### config.mk
export PLATFORM = sky130hd
export DESIGN_NAME = decode_stage
export DESIGN_NICKNAME = d
export VERILOG_FILES = /design/src/rtl/rv_decode_pkg.sv /design/src/rtl/imm_gen.sv /design/src/rtl/decode_stage.sv
export SDC_FILE = /design/constraint.sdc
export NUM_CORES = 1
export LEC_CHECK = 0
export BUFFER_PORTS_ARGS = -buffer_cell sky130_fd_sc_hd__buf_4
export CAP_MARGIN = 10
export CORE_MARGIN = 4
export CORE_UTILIZATION = 35
export CTS_CLUSTER_DIAMETER = 40
export DETAILED_ROUTE_END_ITERATION = 7
export MAX_ROUTING_LAYER = met4
export PLACE_DENSITY = 0.55
export REMOVE_ABC_BUFFERS = 1
export SLEW_MARGIN = 0
export SYNTH_ARGS = -nofsm -noshare
export SYNTH_HDL_FRONTEND = slang
export SYNTH_SLANG_ARGS = --single-unit
### constraint.sdc
create_clock -name clk -period 2.4 [get_ports clk]
set_input_delay 0.24 -clock clk [delete_from_list [all_inputs] [get_ports clk]]
set_output_delay 0.24 -clock clk [all_outputs]
set_load 0.01 [all_outputs]
### src/rtl/rv_decode_pkg.sv
// Shared RV32I decode constants: opcodes, format codes, field positions and the
// buffered field bundle carried through the decode stage.
package rv_decode_pkg;

    localparam logic [6:0] OPC_LUI    = 7'b0110111;
    localparam logic [6:0] OPC_AUIPC  = 7'b0010111;
    localparam logic [6:0] OPC_JAL    = 7'b1101111;
    localparam logic [6:0] OPC_JALR   = 7'b1100111;
    localparam logic [6:0] OPC_BRANCH = 7'b1100011;
    localparam logic [6:0] OPC_LOAD   = 7'b0000011;
    localparam logic [6:0] OPC_STORE  = 7'b0100011;
    localparam logic [6:0] OPC_OP_IMM = 7'b0010011;
    localparam logic [6:0] OPC_OP     = 7'b0110011;
    localparam logic [6:0] OPC_FENCE  = 7'b0001111;
    localparam logic [6:0] OPC_SYSTEM = 7'b1110011;

    localparam logic [2:0] FMT_R = 3'd0;
    localparam logic [2:0] FMT_I = 3'd1;
    localparam logic [2:0] FMT_S = 3'd2;
    localparam logic [2:0] FMT_B = 3'd3;
    localparam logic [2:0] FMT_U = 3'd4;
    localparam logic [2:0] FMT_J = 3'd5;

    localparam int unsigned OPCODE_LSB = 0;
    localparam int unsigned RD_LSB     = 7;
    localparam int unsigned FUNCT3_LSB = 12;
    localparam int unsigned RS1_LSB    = 15;
    localparam int unsigned RS2_LSB    = 20;
    localparam int unsigned FUNCT7_LSB = 25;

    localparam int unsigned OPCODE_W = 7;
    localparam int unsigned REG_W    = 5;
    localparam int unsigned FUNCT3_W = 3;
    localparam int unsigned FUNCT7_W = 7;

    typedef struct packed {
        logic [FUNCT7_W-1:0] funct7;
        logic [REG_W-1:0]    rs2;
        logic [REG_W-1:0]    rs1;
        logic [FUNCT3_W-1:0] funct3;
        logic [REG_W-1:0]    rd;
        logic [OPCODE_W-1:0] opcode;
        logic [2:0]          fmt;
        logic                illegal;
    } dec_fields_t;

    function automatic dec_fields_t split_fields(input logic [31:0] instr,
                                                 input logic [2:0]  fmt,
                                                 input logic        illegal);
        dec_fields_t f;
        f.funct7  = instr[FUNCT7_LSB +: FUNCT7_W];
        f.rs2     = instr[RS2_LSB +: REG_W];
        f.rs1     = instr[RS1_LSB +: REG_W];
        f.funct3  = instr[FUNCT3_LSB +: FUNCT3_W];
        f.rd      = instr[RD_LSB +: REG_W];
        f.opcode  = instr[OPCODE_LSB +: OPCODE_W];
        f.fmt     = fmt;
        f.illegal = illegal;
        return f;
    endfunction

endpackage

### src/rtl/imm_gen.sv
// Combinational RV32I format classifier and immediate generator; the 32-bit
// immediate is sign-extended to XLEN.
module imm_gen
    import rv_decode_pkg::*;
#(
    parameter int unsigned XLEN = 32
) (
    input  logic [31:0]     instr_i,
    output logic [XLEN-1:0] imm_o,
    output logic [2:0]      fmt_o,
    output logic            illegal_o
);

    logic [OPCODE_W-1:0] opcode;
    logic [31:0]         imm32;

    assign opcode = instr_i[OPCODE_LSB +: OPCODE_W];

    always_comb begin
        fmt_o     = FMT_R;
        illegal_o = 1'b0;
        if (instr_i[1:0] != 2'b11) begin
            illegal_o = 1'b1;
        end else begin
            case (opcode)
                OPC_LUI, OPC_AUIPC:                                  fmt_o = FMT_U;
                OPC_JAL:                                             fmt_o = FMT_J;
                OPC_JALR, OPC_LOAD, OPC_OP_IMM, OPC_FENCE, OPC_SYSTEM: fmt_o = FMT_I;
                OPC_BRANCH:                                          fmt_o = FMT_B;
                OPC_STORE:                                           fmt_o = FMT_S;
                OPC_OP:                                              fmt_o = FMT_R;
                default:                                             illegal_o = 1'b1;
            endcase
        end
    end

    // Illegal words fall through with fmt_o still FMT_R, so they get imm = 0.
    always_comb begin
        imm32 = '0;
        case (fmt_o)
            FMT_I: imm32 = {{20{instr_i[31]}}, instr_i[31:20]};
            FMT_S: imm32 = {{20{instr_i[31]}}, instr_i[31:25], instr_i[11:7]};
            FMT_B: imm32 = {{19{instr_i[31]}}, instr_i[31], instr_i[7], instr_i[30:25],
                            instr_i[11:8], 1'b0};
            FMT_U: imm32 = {instr_i[31:12], 12'b0};
            FMT_J: imm32 = {{11{instr_i[31]}}, instr_i[31], instr_i[19:12], instr_i[20],
                            instr_i[30:21], 1'b0};
            default: imm32 = '0;
        endcase
    end

    assign imm_o = XLEN'($signed(imm32));

endmodule

### src/rtl/decode_stage.sv
// RV32I decode stage: decodes in front of a main + skid buffer pair so in_ready
// is registered and full throughput is kept under downstream backpressure.
module decode_stage
    import rv_decode_pkg::*;
#(
    parameter int unsigned XLEN  = 32,
    parameter int unsigned CNT_W = 32
) (
    input  logic             clk,
    input  logic             rst_n,
    input  logic             flush,
    input  logic             in_valid,
    output logic             in_ready,
    input  logic [31:0]      in_instr,
    input  logic [XLEN-1:0]  in_pc,
    output logic             out_valid,
    input  logic             out_ready,
    output logic [6:0]       opcode,
    output logic [4:0]       rd,
    output logic [2:0]       funct3,
    output logic [4:0]       rs1,
    output logic [4:0]       rs2,
    output logic [6:0]       funct7,
    output logic [XLEN-1:0]  imm,
    output logic [2:0]       fmt,
    output logic             illegal,
    output logic [XLEN-1:0]  out_pc,
    output logic [CNT_W-1:0] decode_cnt
);

    logic [XLEN-1:0] dec_imm;
    logic [2:0]      dec_fmt;
    logic            dec_illegal;
    dec_fields_t     dec_fields;

    imm_gen #(
        .XLEN(XLEN)
    ) u_imm_gen (
        .instr_i  (in_instr),
        .imm_o    (dec_imm),
        .fmt_o    (dec_fmt),
        .illegal_o(dec_illegal)
    );

    assign dec_fields = split_fields(in_instr, dec_fmt, dec_illegal);

    logic             main_valid_q, main_valid_d;
    logic             skid_valid_q, skid_valid_d;
    logic             in_ready_q, in_ready_d;
    dec_fields_t      main_f_q, main_f_d;
    dec_fields_t      skid_f_q, skid_f_d;
    logic [XLEN-1:0]  main_imm_q, main_imm_d;
    logic [XLEN-1:0]  skid_imm_q, skid_imm_d;
    logic [XLEN-1:0]  main_pc_q, main_pc_d;
    logic [XLEN-1:0]  skid_pc_q, skid_pc_d;
    logic [CNT_W-1:0] cnt_q, cnt_d;

    logic accept;
    logic out_fire;

    assign accept   = in_valid & in_ready_q;
    assign out_fire = main_valid_q & out_ready;

    always_comb begin
        main_valid_d = main_valid_q;
        skid_valid_d = skid_valid_q;
        main_f_d     = main_f_q;
        skid_f_d     = skid_f_q;
        main_imm_d   = main_imm_q;
        skid_imm_d   = skid_imm_q;
        main_pc_d    = main_pc_q;
        skid_pc_d    = skid_pc_q;
        cnt_d        = cnt_q;

        if (flush) begin
            main_valid_d = 1'b0;
            skid_valid_d = 1'b0;
        end else begin
            if (out_fire) begin
                cnt_d = cnt_q + CNT_W'(1);
            end
            if (out_fire || !main_valid_q) begin
                // accept cannot coincide with a full skid: in_ready_q is low then.
                if (skid_valid_q) begin
                    main_valid_d = 1'b1;
                    main_f_d     = skid_f_q;
                    main_imm_d   = skid_imm_q;
                    main_pc_d    = skid_pc_q;
                    skid_valid_d = 1'b0;
                end else if (accept) begin
                    main_valid_d = 1'b1;
                    main_f_d     = dec_fields;
                    main_imm_d   = dec_imm;
                    main_pc_d    = in_pc;
                end else begin
                    main_valid_d = 1'b0;
                end
            end else if (accept) begin
                skid_valid_d = 1'b1;
                skid_f_d     = dec_fields;
                skid_imm_d   = dec_imm;
                skid_pc_d    = in_pc;
            end
        end

        in_ready_d = ~skid_valid_d;
    end

    always_ff @(posedge clk or negedge rst_n) begin
        if (!rst_n) begin
            main_valid_q <= 1'b0;
            skid_valid_q <= 1'b0;
            in_ready_q   <= 1'b0;
            main_f_q     <= '0;
            skid_f_q     <= '0;
            main_imm_q   <= '0;
            skid_imm_q   <= '0;
            main_pc_q    <= '0;
            skid_pc_q    <= '0;
            cnt_q        <= '0;
        end else begin
            main_valid_q <= main_valid_d;
            skid_valid_q <= skid_valid_d;
            in_ready_q   <= in_ready_d;
            main_f_q     <= main_f_d;
            skid_f_q     <= skid_f_d;
            main_imm_q   <= main_imm_d;
            skid_imm_q   <= skid_imm_d;
            main_pc_q    <= main_pc_d;
            skid_pc_q    <= skid_pc_d;
            cnt_q        <= cnt_d;
        end
    end

    assign in_ready   = in_ready_q;
    assign out_valid  = main_valid_q;
    assign opcode     = main_f_q.opcode;
    assign rd         = main_f_q.rd;
    assign funct3     = main_f_q.funct3;
    assign rs1        = main_f_q.rs1;
    assign rs2        = main_f_q.rs2;
    assign funct7     = main_f_q.funct7;
    assign fmt        = main_f_q.fmt;
    assign illegal    = main_f_q.illegal;
    assign imm        = main_imm_q;
    assign out_pc     = main_pc_q;
    assign decode_cnt = cnt_q;

endmodule

; Word-level counts from Yosys, hierarchy flattened
; Cells that the tools add are included.
[op_classes]
n_addsub = 1
eq_ne = 17
muxes = 18
bitwise = 5
n_reduce_logical = 10
[op_table]
columns = operator, count
row1 = 32-bit case mux with 5 select lines, 1
row2 = 32-bit two-way mux, 4
row3 = 36-bit two-way mux, 2
row4 = 32-bit by 1-bit adder with 32-bit output (second input constant), 1
row5 = 7-bit == test (second input constant), 4
row6 = 7-bit by 6-bit == test with 1-bit output (second input constant), 3
row7 = 3-bit case mux with 5 select lines, 1
row8 = 7-bit by 5-bit == test with 1-bit output (second input constant), 2
row9 = 11-bit OR reduction, 1
row10 = 1-bit two-way mux, 9
row11 = 7-bit by 2-bit == test with 1-bit output (second input constant), 1
row12 = 7-bit by 4-bit == test with 1-bit output (second input constant), 1
row13 = 3-bit by 2-bit == test with 1-bit output (second input constant), 2
row14 = 3-bit == test (second input constant), 2
row15 = 3-bit AND reduction, 2
row16 = 5-bit OR reduction, 1
row17 = 2-bit nonzero test, 2
row18 = 3-bit by 1-bit == test with 1-bit output (second input constant), 1
row19 = 3-bit two-way mux, 1
row20 = 1-bit NOT, 3
row21 = 1-bit AND, 2
row22 = 2-bit != test (second input constant), 1
row23 = 2-bit AND reduction, 1
row24 = 2-bit OR reduction, 1
row25 = other kinds (2), 2
[word_totals]
register_bits = 235
input_bits = 69
output_inout_bits = 134
elab_cells = 75

; Longest topological paths before layout
[logic_depth]
depth_word = 8
ltp_mapped = 8
mapped_depth_nobuf = 5

; Hierarchy
; A second synthesis with hierarchy kept.
[unflattened]
hier_cells = 887
area_unflattened_um2 = 10538.9
[modules_own_cells]
columns = mod, n_inst, cells_each, area_each_um2
row1 = decode_stage, 1, 773, 9823.2
row2 = imm_gen, 1, 114, 715.7

; Worst setup path before layout
; No wires, ideal clock.
[synth_timing]
kind = flip-flop to flip-flop
startpoint = register main_valid_q (netlist: out_valid)
endpoint = register main_f_q (netlist bit fmt[2])
arrival_time_ps = 1583
required_time_ps = 2267
path_slack_ps = 684
stages_incl_launch_ff = 8
n_path_buf = 3
period_less_slack_ps = 1716
cell_sequence = dfrtp_1 > nor2b_1 > or3_1 > buf_2 > clkbuf_1 > clkbuf_1 > nand2_1 > o21ai_0
[synth_via]
elab_chain_cells = 3
[synth_rtl]
columns = item, line
row1 = from (decl), decode_stage.sv:47  ; logic main_valid_q, main_valid_d;
row2 = from (signal assigned), decode_stage.sv:122  ; main_valid_q <= main_valid_d;
row3 = 1-bit AND or 1-bit zero test (tied branches), "decode_stage.sv:62, decode_stage.sv:82"
row4 = 1-bit logical OR (*), decode_stage.sv:82  ; if (out_fire || !main_valid_q) begin
row5 = 3-bit AND reduction (no source line) (*), -
row6 = to (signal assigned), decode_stage.sv:125  ; main_f_q <= main_f_d;
row7 = to (decl), decode_stage.sv:50  ; dec_fields_t main_f_q, main_f_d;
; Every way passes the cells marked *; elsewhere a longest branch is shown, timed or not.
; A chain may end at the register's enable or synchronous reset.

; Worst setup path in the final report
[layout_timing]
startpoint = register skid_valid_q
endpoint = register main_imm_q[30] (netlist: imm[30])
[layout_via]
elab_chain_cells = 2
[layout_rtl]
columns = item, line
row1 = from (decl), decode_stage.sv:48  ; logic skid_valid_q, skid_valid_d;
row2 = from (signal assigned), decode_stage.sv:123  ; skid_valid_q <= skid_valid_d;
row3 = 2-bit nonzero test (no source line), -
row4 = 3-bit AND reduction (no source line), -
row5 = to (signal assigned), decode_stage.sv:127  ; main_imm_q <= main_imm_d;
row6 = to (decl), decode_stage.sv:52  ; logic [XLEN-1:0] main_imm_q, main_imm_d;
; Several ways; a longest one is shown, not always the timed one.

==> key figures <==
CTS
  – Total CTS buffers: 43
  – Post-CTS Hold Fix Bufs: 62
  – Htree depth: 2
  – PostCTS Resize Cnt: 0
  – Post-CTS setup buffer count: 0
  – Clock Latency Late Sink: 0.51 ns
  – CTS tree: done
  – CTS Sinks: 235
  – CTS clk-pin slew, worst paths: 0.05 ns
  – Root Driver: clkbuf_16
  – CTS Buffer Depth: 3

Route
  – Routed length per placed instance: 16.1 µm
  – Post-route DRC: 0
  – Detail Route Antenna Nets: 0
  – Vias per inst: 4.79
  – DRT iter0 DRCs: 477
  – Final WL: 28.0 mm
  – Drt pass-1 iters: 6
  – Via count: 8305

Floorplanning
  – Initial Util: 35.6%
  – Core ar.: 28900 µm²
  – Vert. Die Dim: 179 µm
  – IO Pins: 203
  – Die area: 32200 µm²
  – Std cell rows: 62
  – Chip Width: 179 µm

Synth
  – Post-synthesis sequential area ratio: 57.2%
  – Post-synth EDFFs: 0
  – Netlist Area Pre-Place: 10300 µm²
  – #FFs+latches synth: 235
  – Synth unique cells: 50
  – Top FF cell, synth: dfrtp_1
  – Largest cells by area after synthesis: dfrtp_1 57%, nand2_1 12%, mux2i_1 6.5%
  – Ys async rst share: 100%
  – Mapped Cells: 1055
  – Synth top area share: 57.2%
  – Synth area leader: dfrtp_1
  – Ys Warns: 0
  – Avg Inst Size Synth: 9.75 µm²

Cells and area
  – Final Util: 50.2%
  – Layout cells sized above 1: 23.6%
  – Area Growth Syn to Fin: 40.8%
  – Inserted Diodes: 0
  – Fin area: 14500 µm²
  – Fillers: 2730
  – Layout Nets: 1385
  – Finished Layout Cells: 1733

GRT
  – Grt ovf: 0
  – First-pass GRT wire length: 44.6 mm
  – Initial antenna violation count: 0
  – GRT Total Usage: 17.7%
  – Vias in the first global route: 8245
  – Largest net degree at the start of global routing: 104

Setup path
  – Worst-path fanout max: 11
  – Worst EP required: 2.76 ns
  – Kind of start point of the critical path: flip-flop
  – Worst Setup SP: skid_valid_q$_DFF_PN0_
  – CP Capture Type: flip-flop
  – WP data arrival: 2.42 ns
  – Reg2Reg Setup Slack: 0.34 ns
  – R2r worst-path depth: 5
  – Worst r2r src: skid_valid_q$_DFF_PN0_
  – CP Class: flip-flop to flip-flop

Min path
  – Hold Startpoint: in_instr[4]
  – Min-Delay Path Class: input port to flip-flop
  – WHS Path Cells: 3

STA
  – Final setup viols: 0
  – Pins Over Slew Limit: 0
  – Worst slew pin tran: 0.955 ns
  – RSZ-0062 raised after global routing: no
  – Crit path time final: 2.06 ns
  – Final Skew: 0.0108 ns
  – Worst hold slack: 0.0357 ns
  – Number of hold violations in the final report: 0
  – Worst slew margin: 36.3%
  – Fin crit share: 85.9%
  – Fmax: 485 MHz

Placed design
  – Placement Cell Area: 12300 µm²
  – Placed Cells: 1592
  – Routability cong.: 0.742
  – IO buf count: 202
  – DPL Wire Length: 17.6 mm

Power
  – PwrDens: 921 nW/µm²
  – Leak: 6.85 nW
  – Max VDD drop: 0.000447 V
  – Final Power: 13.3 mW

Flow run
  – Max-Cap Viols: 0

Run status
  – Status: completed
synthesized netlist by cell type, types with 5 or more instances:
cell	number
a21o_1	9
a21oi_1	30
a221oi_1	8
a22oi_2	7
a31oi_1	13
and3_1	6
buf_2	8
clkbuf_1	55
dfrtp_1	235
inv_1	12
mux2i_1	67
nand2_1	330
nand3_1	23
nand3b_1	16
nand4_1	8
nor2_1	33
o211ai_1	8
o21ai_0	101
o22ai_1	5
xnor2_1	23
xor2_1	9
flip-flops by register name, indices dropped and copies added, names as in the netlist:
| signal | flops |
|---|---|
| opcode | 7 |
| out_pc | 32 |
| rd | 5 |
| decode_cnt | 32 |
| skid_f_q | 36 |
| out_valid | 1 |
| funct7 | 7 |
| skid_valid_q | 1 |
| fmt | 3 |
| in_ready | 1 |
| skid_imm_q | 32 |
| imm | 32 |
| illegal | 1 |
| funct3 | 3 |
| rs1 | 5 |
| rs2 | 5 |
| skid_pc_q | 32 |
cells in the final DEF (no fill, tap or decap), types with 8 or more instances in the layout:
| cell | count |
|---|---|
| inv_1 | 12 |
| buf_4 | 214 |
| buf_12 | 8 |
| bufinv_16 | 8 |
| o211ai_1 | 8 |
| nand3_1 | 22 |
| a221oi_1 | 8 |
| xor2_1 | 9 |
| o21ai_0 | 101 |
| nand3b_1 | 16 |
| mux2i_1 | 67 |
| clkbuf_16 | 45 |
| a21oi_1 | 30 |
| dlygate4sd3_1 | 62 |
| nor2_1 | 33 |
| a31oi_1 | 13 |
| nand4_1 | 8 |
| nand2_1 | 330 |
| dfrtp_1 | 234 |
| a21o_1 | 9 |
| xnor2_1 | 23 |
layout make-up:
cell class / count / area (µm²) / area share [%]
flip-flops and latches: 235 / 5880 / 40.7
clock buffers: 54 / 1220 / 8.43
repair buffers: 285 / 2400 / 16.6
clock inverters: 25 / 359 / 2.48
inverters: 12 / 45.0 / 0.311
well taps: 384 / 480 / 3.32
multi-input cells: 738 / 4080 / 28.2
report_power, final:
| part | total (mW) | switching, mW | internal (mW) |
|---|---|---|---|
| Sequential | 4.96 | 0.350 | 4.61 |
| Combinational | 1.81 | 0.912 | 0.897 |
| Clock | 6.56 | 2.09 | 4.47 |
metrics by stage:
| step | setup slack [ns] | setup TNS, ns |
|---|---|---|
| after floorplan | -4.15 | -392.72 |
| after global placement | 0.388 | 0 |
| after detailed placement | 0.309 | 0 |
| after CTS | 0.313 | 0 |
| after global routing | 0.146 | 0 |
| final | 0.339 | 0 |
worst max-delay path: stages (launching register included):
cell	delay, ns
dfrtp_4	0.53
a21oi_1	0.11
nor3_2	0.22
nand2b_1	0.13
a21oi_1	0.75
a21oi_1	0.16
cells by family (layout without fill, tap and decap cells):
family | count (synthesis) | after routing | synth area share, %
DFF | 235 | 235 | 57.2
adders and majority gates | 1 | 1 | 0.122
xor gates and xnor gates | 32 | 32 | 2.73
AOI/OAI and AO/OA | 193 | 193 | 11.4
and+or+nand+nor | 444 | 444 | 18.5
muxes | 68 | 68 | 6.63
buffers and inverters | 82 | 376 | 3.35
metal layers:
layer	wire length (µm)	GRT usage, %	vias up	part of all wire, %
li1	-	-	4081	-
met3	1820	4.34	43	6.5
met5	0	-	-	0
met1	12700	23.3	3986	46
met2	12900	27.6	195	46
met4	497	4.51	0	1.8
worst paths after layout:
kind                                             to
min in group asynchronous  skid_f_q[11]$_DFFE_PN0P_
max in group asynchronous    skid_valid_q$_DFF_PN0_
min                         skid_f_q[8]$_DFFE_PN0P_
max reg2reg                     imm[30]$_DFFE_PN0P_
min reg2reg                 skid_f_q[7]$_DFFE_PN0P_
max                             imm[30]$_DFFE_PN0P_
(Power assumes the default switching activity.)
